**src/rtl/parity_frame_rx_pkg.sv**
```systemverilog
// parity_frame_rx_pkg: shared FSM state encoding and parity-sense constants
package parity_frame_rx_pkg;

    typedef enum logic [2:0] {
        IDLE,
        DATA,
        PARITY,
        STOP,
        WAIT_IDLE
    } state_t;

    localparam int PAR_EVEN = 1;
    localparam int PAR_ODD  = 0;

endpackage

```
**src/rtl/parity_frame_rx_word_parity.sv**
```systemverilog
// word_parity: N-bit XOR reduction of a word
module word_parity #(
    parameter int N = 4
) (
    input  logic [N-1:0] word,
    output logic         par
);

    assign par = ^word;

endmodule

```
**src/rtl/parity_frame_rx.sv**
```systemverilog
// parity_frame_rx: framed serial receiver with parity/framing checks and saturating error count
module parity_frame_rx
    import parity_frame_rx_pkg::*;
#(
    parameter int N     = 4,
    parameter int EVEN  = 1,
    parameter int CNT_W = 8
) (
    input  logic             clk,
    input  logic             rst,
    input  logic             sin,
    input  logic             bit_en,
    output logic [N-1:0]     data_out,
    output logic             valid,
    output logic             parity_err,
    output logic             frame_err,
    output logic [CNT_W-1:0] err_count,
    output logic             busy
);

    localparam int IW = $clog2(N + 1);

    state_t        state, state_n;
    logic [IW-1:0] idx;
    logic [N-1:0]  sh;
    logic          p;
    logic          x;
    logic          par_bad;
    logic          err_now;

    word_parity #(.N(N)) u_par (
        .word(sh),
        .par (x)
    );

    assign par_bad = x ^ p ^ (EVEN == PAR_EVEN ? 1'b0 : 1'b1);
    assign err_now = bit_en && state == STOP && (sin ? par_bad : 1'b1);
    assign busy    = state != IDLE;

    always_ff @(posedge clk or posedge rst) begin
        if (rst) state <= IDLE;
        else     state <= state_n;
    end

    always_comb begin
        state_n = state;
        if (bit_en) begin
            case (state)
                IDLE:      state_n = sin ? IDLE : DATA;
                DATA:      state_n = idx == IW'(N - 1) ? PARITY : DATA;
                PARITY:    state_n = STOP;
                STOP:      state_n = sin ? IDLE : WAIT_IDLE;
                WAIT_IDLE: state_n = sin ? IDLE : WAIT_IDLE;
                default:   state_n = IDLE;
            endcase
        end
    end

    always_ff @(posedge clk or posedge rst) begin
        if (rst) begin
            idx        <= '0;
            sh         <= '0;
            p          <= 1'b0;
            data_out   <= '0;
            valid      <= 1'b0;
            parity_err <= 1'b0;
            frame_err  <= 1'b0;
            err_count  <= '0;
        end else begin
            valid      <= 1'b0;
            parity_err <= 1'b0;
            frame_err  <= 1'b0;
            if (bit_en) begin
                case (state)
                    IDLE: idx <= '0;
                    DATA: begin
                        for (int i = 0; i < N; i++)
                            if (idx == IW'(i)) sh[i] <= sin;
                        idx <= idx + 1'b1;
                    end
                    PARITY: p <= sin;
                    STOP: begin
                        valid      <= sin;
                        parity_err <= sin & par_bad;
                        frame_err  <= ~sin;
                        if (sin) data_out <= sh;
                    end
                    default: ;
                endcase
            end
            // saturate rather than wrap so a flood of errors stays visible
            if (err_now && !(&err_count)) err_count <= err_count + 1'b1;
        end
    end

endmodule

```
**config.mk**
```make
export PLATFORM = sky130hd
export DESIGN_NAME = parity_frame_rx
export DESIGN_NICKNAME = d
export VERILOG_FILES = /design/src/rtl/parity_frame_rx_pkg.sv /design/src/rtl/parity_frame_rx_word_parity.sv /design/src/rtl/parity_frame_rx.sv
export SDC_FILE = /design/constraint.sdc
export NUM_CORES = 1
export LEC_CHECK = 0
export CAP_MARGIN = 20
export CORE_ASPECT_RATIO = 1.25
export CORE_MARGIN = 2
export CORE_UTILIZATION = 53
export DETAILED_ROUTE_END_ITERATION = 8
export PLACE_DENSITY_LB_ADDON = 0.15
export SLEW_MARGIN = 20
export SYNTH_ARGS = -nofsm -noshare
export SYNTH_HDL_FRONTEND = slang
export SYNTH_SLANG_ARGS = --single-unit
export TNS_END_PERCENT = 30
```
**constraint.sdc**
```tcl
create_clock -name clk -period 2.1 [get_ports clk]
set_input_delay 0.21 -clock clk [delete_from_list [all_inputs] [get_ports clk]]
set_output_delay 0.21 -clock clk [all_outputs]
set_load 0.02 [all_outputs]
```
==> results.py, run 1 <==
metrics = {
    "status": {
        "status": "finished, final reports clean",
    },
    "sta": {
        "fin_crit_ns": 1.98,
        "slew_viol_final": 0,
        "finalSetupViolations": 0,
        "fmax_mhz": 504,
        "relSlewSlack": 0.650,
        "hold_violations": 0,
        "worstMarginPinSlew_ns": 0.523,
        "fin_crit_sh": 0.945,
        "fin_tns_setup_ns": 0,
        "fin_skew_ns": 0.00744,
        "rsz0062_at_grt": "false",
    },
    "route": {
        "drt_pre_antenna_iters": 4,
        "ant_nets": 0,
        "routedWlPerCell_um": 14.5,
        "drcViolationCount": 0,
        "drt_iter0_drc": 19,
        "detail_route.wirelength_um": 2490,
        "vias": 943,
        "drt-vias-per-instance": 5.48,
    },
    "grt": {
        "grt_use_total": 0.203,
        "grt_max_degree": 18,
        "antenna_found_initial": 0,
        "overflow": 0,
        "grt_pass1_vias": 1006,
        "grt_pass1_wl_um": 4530,
    },
    "clock_network": {
        "root_buffer": "clkbuf_4",
        "clkTransAtPathRegs_ns": 0.14,
        "cts_tree": "yes",
        "cts_buffers": 3,
        "insertion_delay_ns": 0.33,
        "cts.sinks": 26,
        "cts.htree.levels": 1,
        "cts_buffer_depth": 2,
    },
    "critical_path": {
        "path_max_fanout": 13,
        "worst-path-buf-inv": 1,
        "cp_top_family": "buffers and inverters",
        "worstSetupStartpointType": "flop",
        "worstPathCellList": "or3_1 -> clkdlybuf4s50_1",
        "worstReg2RegStart": "sh[2]",
        "arrival_ns": 1.77,
        "cpPeakStageDelay_ns": 0.54,
        "path_class": "reg -> out",
        "endpoint_kind": "output pin",
        "required_ns": 1.89,
        "slowest_stage": "clkdlybuf4s50_1",
        "crit_start": "state[0]",
    },
    "hold_path": {
        "hold_path.class": "in -> async",
    },
    "cells_and_area": {
        "drive_gt1_frac": 0.173,
        "syn_to_final_growth_pct": 21.2,
        "fill_cells": 211,
        "n_antenna_cell": 0,
        "postLayoutCellArea_sq_um": 1660,
        "nets": 150,
    },
    "power": {
        "leakagePower_nw": 0.758,
        "power_frac_comb": 0.449,
        "power.internal_mw": 1.33,
        "seq_power_share": 0.390,
        "p_sw_uw": 800,
        "swShare": 0.376,
        "p_total_mw": 2.13,
        "p_clk_frac": 0.160,
        "ir_worst_vdd_mv": 0.710,
        "power.density_nw_per_um2": 1280,
    },
    "synth": {
        "ys_types": 31,
        "syn_area_sq_um": 1370,
        "syn_area_per_cell_sq_um": 11.6,
        "yosysSeqAreaShare": 0.475,
        "yosysWarnings": 0,
        "synth_ff_type": "dfrtp_1",
        "synth-seq-cells": 26,
        "synth_edf_count": 0,
        "async_flop_share": 1.00,
        "synth_fp_nets": 128,
        "syn_inst": 118,
    },
    "flow_run": {
        "maxCapViolations": 0,
    },
    "floorplan": {
        "dieWidth_um": 49.5,
        "io_pins": 20,
        "row_count": 20,
        "start_util": 0.558,
        "die-height_um": 60.8,
        "core_sq_um": 2450,
        "die_area_sq_um": 3010,
    },
    "place": {
        "place_area_sq_um": 1610,
        "place_hpwl_um": 1840,
        "numPortBuffers": 19,
        "gp_congestion": 0.866,
    },
}
## logic make-up (layout without fill, tap and decap cells)
family | count (synthesis) | in the layout | synth area share
buffers and inverters | 15 | 36 | 0.0429
adder cells (fa/ha/maj) | 6 | 6 | 0.0548
multiplexers | 12 | 12 | 0.0987
AND/OR/NAND/NOR | 33 | 33 | 0.132
AO/OA/AOI/OAI | 18 | 18 | 0.107
XOR/XNOR | 8 | 8 | 0.0896
flip-flops | 26 | 26 | 0.475
## metal layers
metal | up-vias | global-route usage | routed length (um)
met1 | 453 | 0.221 | 1010
met3 | 9 | 0.0296 | 69
li1 | 456 | - | -
met5 | - | 0 | 0
met4 | 0 | 0.119 | 67
met2 | 25 | 0.382 | 1340
## path summary, 6_finish.rpt
kind	cells after the start	slack [ns]	end
min in group clk	1	0.53	data_out[0]
max in group asynchronous	3	1.39	state[0]
min reg2reg	1	0.53	data_out[0]
min	2	0.14	data_out[2]
max	2	0.12	busy
max reg2reg	4	0.24	err_count[7]
## area by class of cell
type                       count  area (sq um)  area share
sequential                    26           652       0.393
multi-input combinational     77           659       0.397
clock inverter                 1          30.0      0.0181
timing repair buffer          23           220       0.133
clock buffer                   3          22.5      0.0136
tap                           33          41.3      0.0249
inverter                       9          33.8      0.0204
## timing repair
item,4_1_cts,5_1_grt
setup endpoints to repair,0,1
buffers inserted,0,0
gates resized for setup,0,1
hold buffers,0,0
## power by group through the flow
| stage | clock network [mW] | registers [mW] | logic, mW |
|---|---|---|---|
| finish | 0.341 | 0.831 | 0.956 |
| floorplan | 0 | 0.841 | 0.688 |
| global placement | 0 | 0.828 | 0.931 |
| CTS | 0.348 | 0.830 | 0.967 |
| global route | 0.374 | 0.865 | 1.04 |
| detailed placement | 0 | 0.840 | 0.955 |
## layout by cell type (no fill, tap or decap)
| cell type | Yosys | final |
|---|---|---|
| nand2_1 | 12 | 12 |
| nor4_1 | 2 | 2 |
| xnor2_4 | 2 | 2 |
| clkbuf_4 | 0 | 3 |
| ha_1 | 6 | 6 |
| nand2b_1 | 2 | 2 |
| bufinv_16 | 0 | 1 |
| a2bb2oi_1 | 1 | 1 |
| and4b_1 | 1 | 1 |
| nand3_1 | 4 | 4 |
| mux2_1 | 3 | 3 |
| xnor3_2 | 1 | 1 |
| o31ai_1 | 1 | 1 |
| clkdlybuf4s50_1 | 0 | 19 |
| or3_1 | 2 | 2 |
| o22ai_1 | 1 | 1 |
| o21ai_0 | 6 | 6 |
| a211oi_1 | 5 | 5 |
| mux2_2 | 9 | 9 |
| dfrtp_2 | 0 | 1 |
| a211oi_2 | 1 | 1 |
| nand4_1 | 3 | 3 |
| inv_1 | 9 | 9 |
| nand4b_4 | 1 | 1 |
| xnor2_1 | 1 | 1 |
| xor2_1 | 4 | 4 |
| nor2_1 | 4 | 4 |
| buf_4 | 0 | 4 |
| a21o_1 | 1 | 1 |
| nor3_1 | 2 | 2 |
| dfrtp_1 | 26 | 25 |
| a211o_1 | 1 | 1 |
| a2111oi_4 | 1 | 1 |
## metrics by stage
step | utilization | setup WS [ns] | hold slack [ns] | std cells
floorplan | - | 0.315 | 0.250 | 118
global placement | 0.655 | 0.240 | 0.485 | 168
detailed placement | 0.655 | 0.218 | 0.497 | 168
CTS | 0.676 | 0.0451 | 0.140 | 172
global route | 0.677 | 0.0458 | 0.148 | 172
finish | 0.677 | 0.116 | 0.137 | 172
## cells in the mapped netlist, drive strengths merged, types with 4 or more instances
library cell,number,area [sq um]
nand2,12,45.0
inv,9,33.8
nor2,4,15.0
dfrtp,26,651
clkbuf,5,20.0
o21ai,6,30.0
xor2,4,35.0
mux2,12,135
nand3,4,20.0
a211oi,6,50.1
ha,6,75.1
## sequential cells by signal, summed over array words and instances, names as in the netlist
name	flops
sh	4
p	1
valid	1
idx	3
err_count	8
data_out	4
frame_err	1
parity_err	1
state	3
No activity file was read; power rests on OpenSTA's default activity.
==> run 2, diff against run 1 <==
Settings changed: CORE_ASPECT_RATIO 1.25 to 0.6, REMOVE_ABC_BUFFERS set to 1.
==> run 2 against run 1 <==
Combinational power hardly changed. Global-route usage down 1.1 points. Wire length up 1.4%. Critical path type unchanged. Critical endpoint unchanged. Largest cell class unchanged. Largest power group unchanged.
==> results.py, run 2 (synthesis results as in run 1) <==
metrics = {
    "status": {
        "status": "finished, final reports clean",
    },
    "sta": {
        "slew_viol_final": 0,
        "fmax_mhz": 501,
        "worstMarginPinSlew_ns": 0.466,
        "relSlewSlack": 0.687,
        "fin_crit_ns": 2.00,
        "holdWs_ns": 0.296,
        "finalSetupViolations": 0,
        "fin_tns_setup_ns": 0,
        "fin_crit_sh": 0.950,
        "fin_skew_ns": 0.00239,
        "rsz0062_at_grt": "false",
        "hold_violations": 0,
    },
    "cells_and_area": {
        "syn_to_final_growth_pct": 20.7,
        "n_antenna_cell": 0,
        "nets": 149,
        "seqCellArea_sq_um": 651,
        "regMostFlops": "err_count",
        "reg.largest.list": "err_count (8), data_out (4), sh (4)",
        "mostFrequentLayoutCell": "dfrtp_1",
        "fill_cells": 186,
        "drive_gt1_frac": 0.159,
        "largest_reg_flops": 8,
        "multi_input_area_sq_um": 659,
        "final_cell_mix": "dfrtp_1 (26), clkdlybuf4s50_1 (19), nand2_1 (12), mux2_2 (9), inv_1 (9)",
    },
    "floorplan": {
        "io_pins": 20,
        "dieWidth_um": 69.6,
        "die_area_sq_um": 3020,
        "start_util": 0.554,
        "core_sq_um": 2470,
        "die-height_um": 43.4,
        "row_count": 14,
    },
    "critical_path": {
        "path_max_fanout": 13,
        "arrival_ns": 1.79,
        "endpoint_kind": "output pin",
        "path_class": "reg -> out",
        "required_ns": 1.89,
        "worstSetupStartpointType": "flop",
    },
    "grt": {
        "grt_pass1_wl_um": 4420,
        "antenna_found_initial": 0,
        "busiest_layer": "met1",
        "grt_use_total": 0.192,
        "met1_usage": 0.283,
        "grt_pass1_vias": 900,
        "grt_use_met2": 0.271,
        "grt_max_degree": 27,
        "overflow": 0,
        "grtUsageMet3": 0.0558,
    },
    "route": {
        "ant_nets": 0,
        "drt-vias-per-instance": 5.31,
        "drcViolationCount": 0,
        "drt_iter0_drc": 93,
        "drt_pre_antenna_iters": 5,
        "routedWlPerCell_um": 14.8,
        "detail_route.wirelength_um": 2520,
        "vias": 902,
    },
    "place": {
        "place_hpwl_um": 1800,
        "gp_congestion": 0.839,
        "numPortBuffers": 19,
    },
    "clock_network": {
        "insertion_delay_ns": 0.27,
        "post_cts_buffers": 0,
        "cts_hold_buf": 0,
        "cts_buffer_depth": 2,
        "ctsResizeCount": 0,
        "clkTransAtPathRegs_ns": 0.09,
        "cts.sinks": 26,
        "cts.htree.levels": 1,
        "root_buffer": "clkbuf_8",
        "cts_buffers": 3,
        "cts_tree": "yes",
    },
    "power": {
        "leakagePower_nw": 0.755,
        "power.density_nw_per_um2": 1270,
        "p_total_mw": 2.10,
        "ir_worst_vdd_mv": 0.745,
    },
    "hold_path": {
        "hold_path.class": "in -> async",
    },
    "flow_run": {
        "maxCapViolations": 0,
    },
}
[run 2: cell count changes in the layout (fill, tap and decap cells not counted), sizes merged]
| cell | delta |
|---|---|
| buf | -1 |
| bufinv | -1 |
| clkbuf | +1 |
[run 2: critical path, stage by stage, from the launching register on]
cell,delay (ns)
dfrtp_1,0.54
or3_1,0.43
clkdlybuf4s50_1,0.55
[run 2: metrics by stage]
stage	worst slack, ns	utilization	area (sq um)	cells
global route	0.0394	0.669	1650	170
floorplan	0.315	-	1340	112
CTS	0.0941	0.669	1650	170
detailed placement	0.0770	0.646	1600	166
global placement	0.148	0.646	1600	166
finish	0.104	0.669	1650	170
[run 2: cell type report]
type / instances / area share
Clock buffer: 4 / 0.0333
Inverter: 9 / 0.0205
Multi-Input combinational cell: 77 / 0.399
Sequential cell: 26 / 0.394
Tap cell: 32 / 0.0242
Timing Repair Buffer: 22 / 0.129
[run 2: power breakdown]
group	leakage, nW	internal, mW	switching (mW)
Clock	0.0288	0.168	0.154
Combinational	0.388	0.478	0.475
Sequential	0.339	0.643	0.183
Total	0.755	1.29	0.812
[run 2: path summary, 6_finish.rpt]
check | startpoint | endpoint | cells past startpoint | slack [ns]
worst max register to register | sh[2] | err_count[6] | 4 | 0.21
min in group clk | data_out[0] | data_out[0] | 1 | 0.51
worst min-delay path | rst | err_count[5] | 3 | 0.30
worst max-delay path | state[0] | busy | 2 | 0.10
max in group asynchronous | rst | err_count[0] | 3 | 1.56
worst min register to register | data_out[0] | data_out[0] | 1 | 0.51
[run 2: metal layers]
metal	up-vias	wire length, um
met5	-	0
met4	0	46
met3	7	118
met2	21	1040
met1	423	1320
li1	451	-
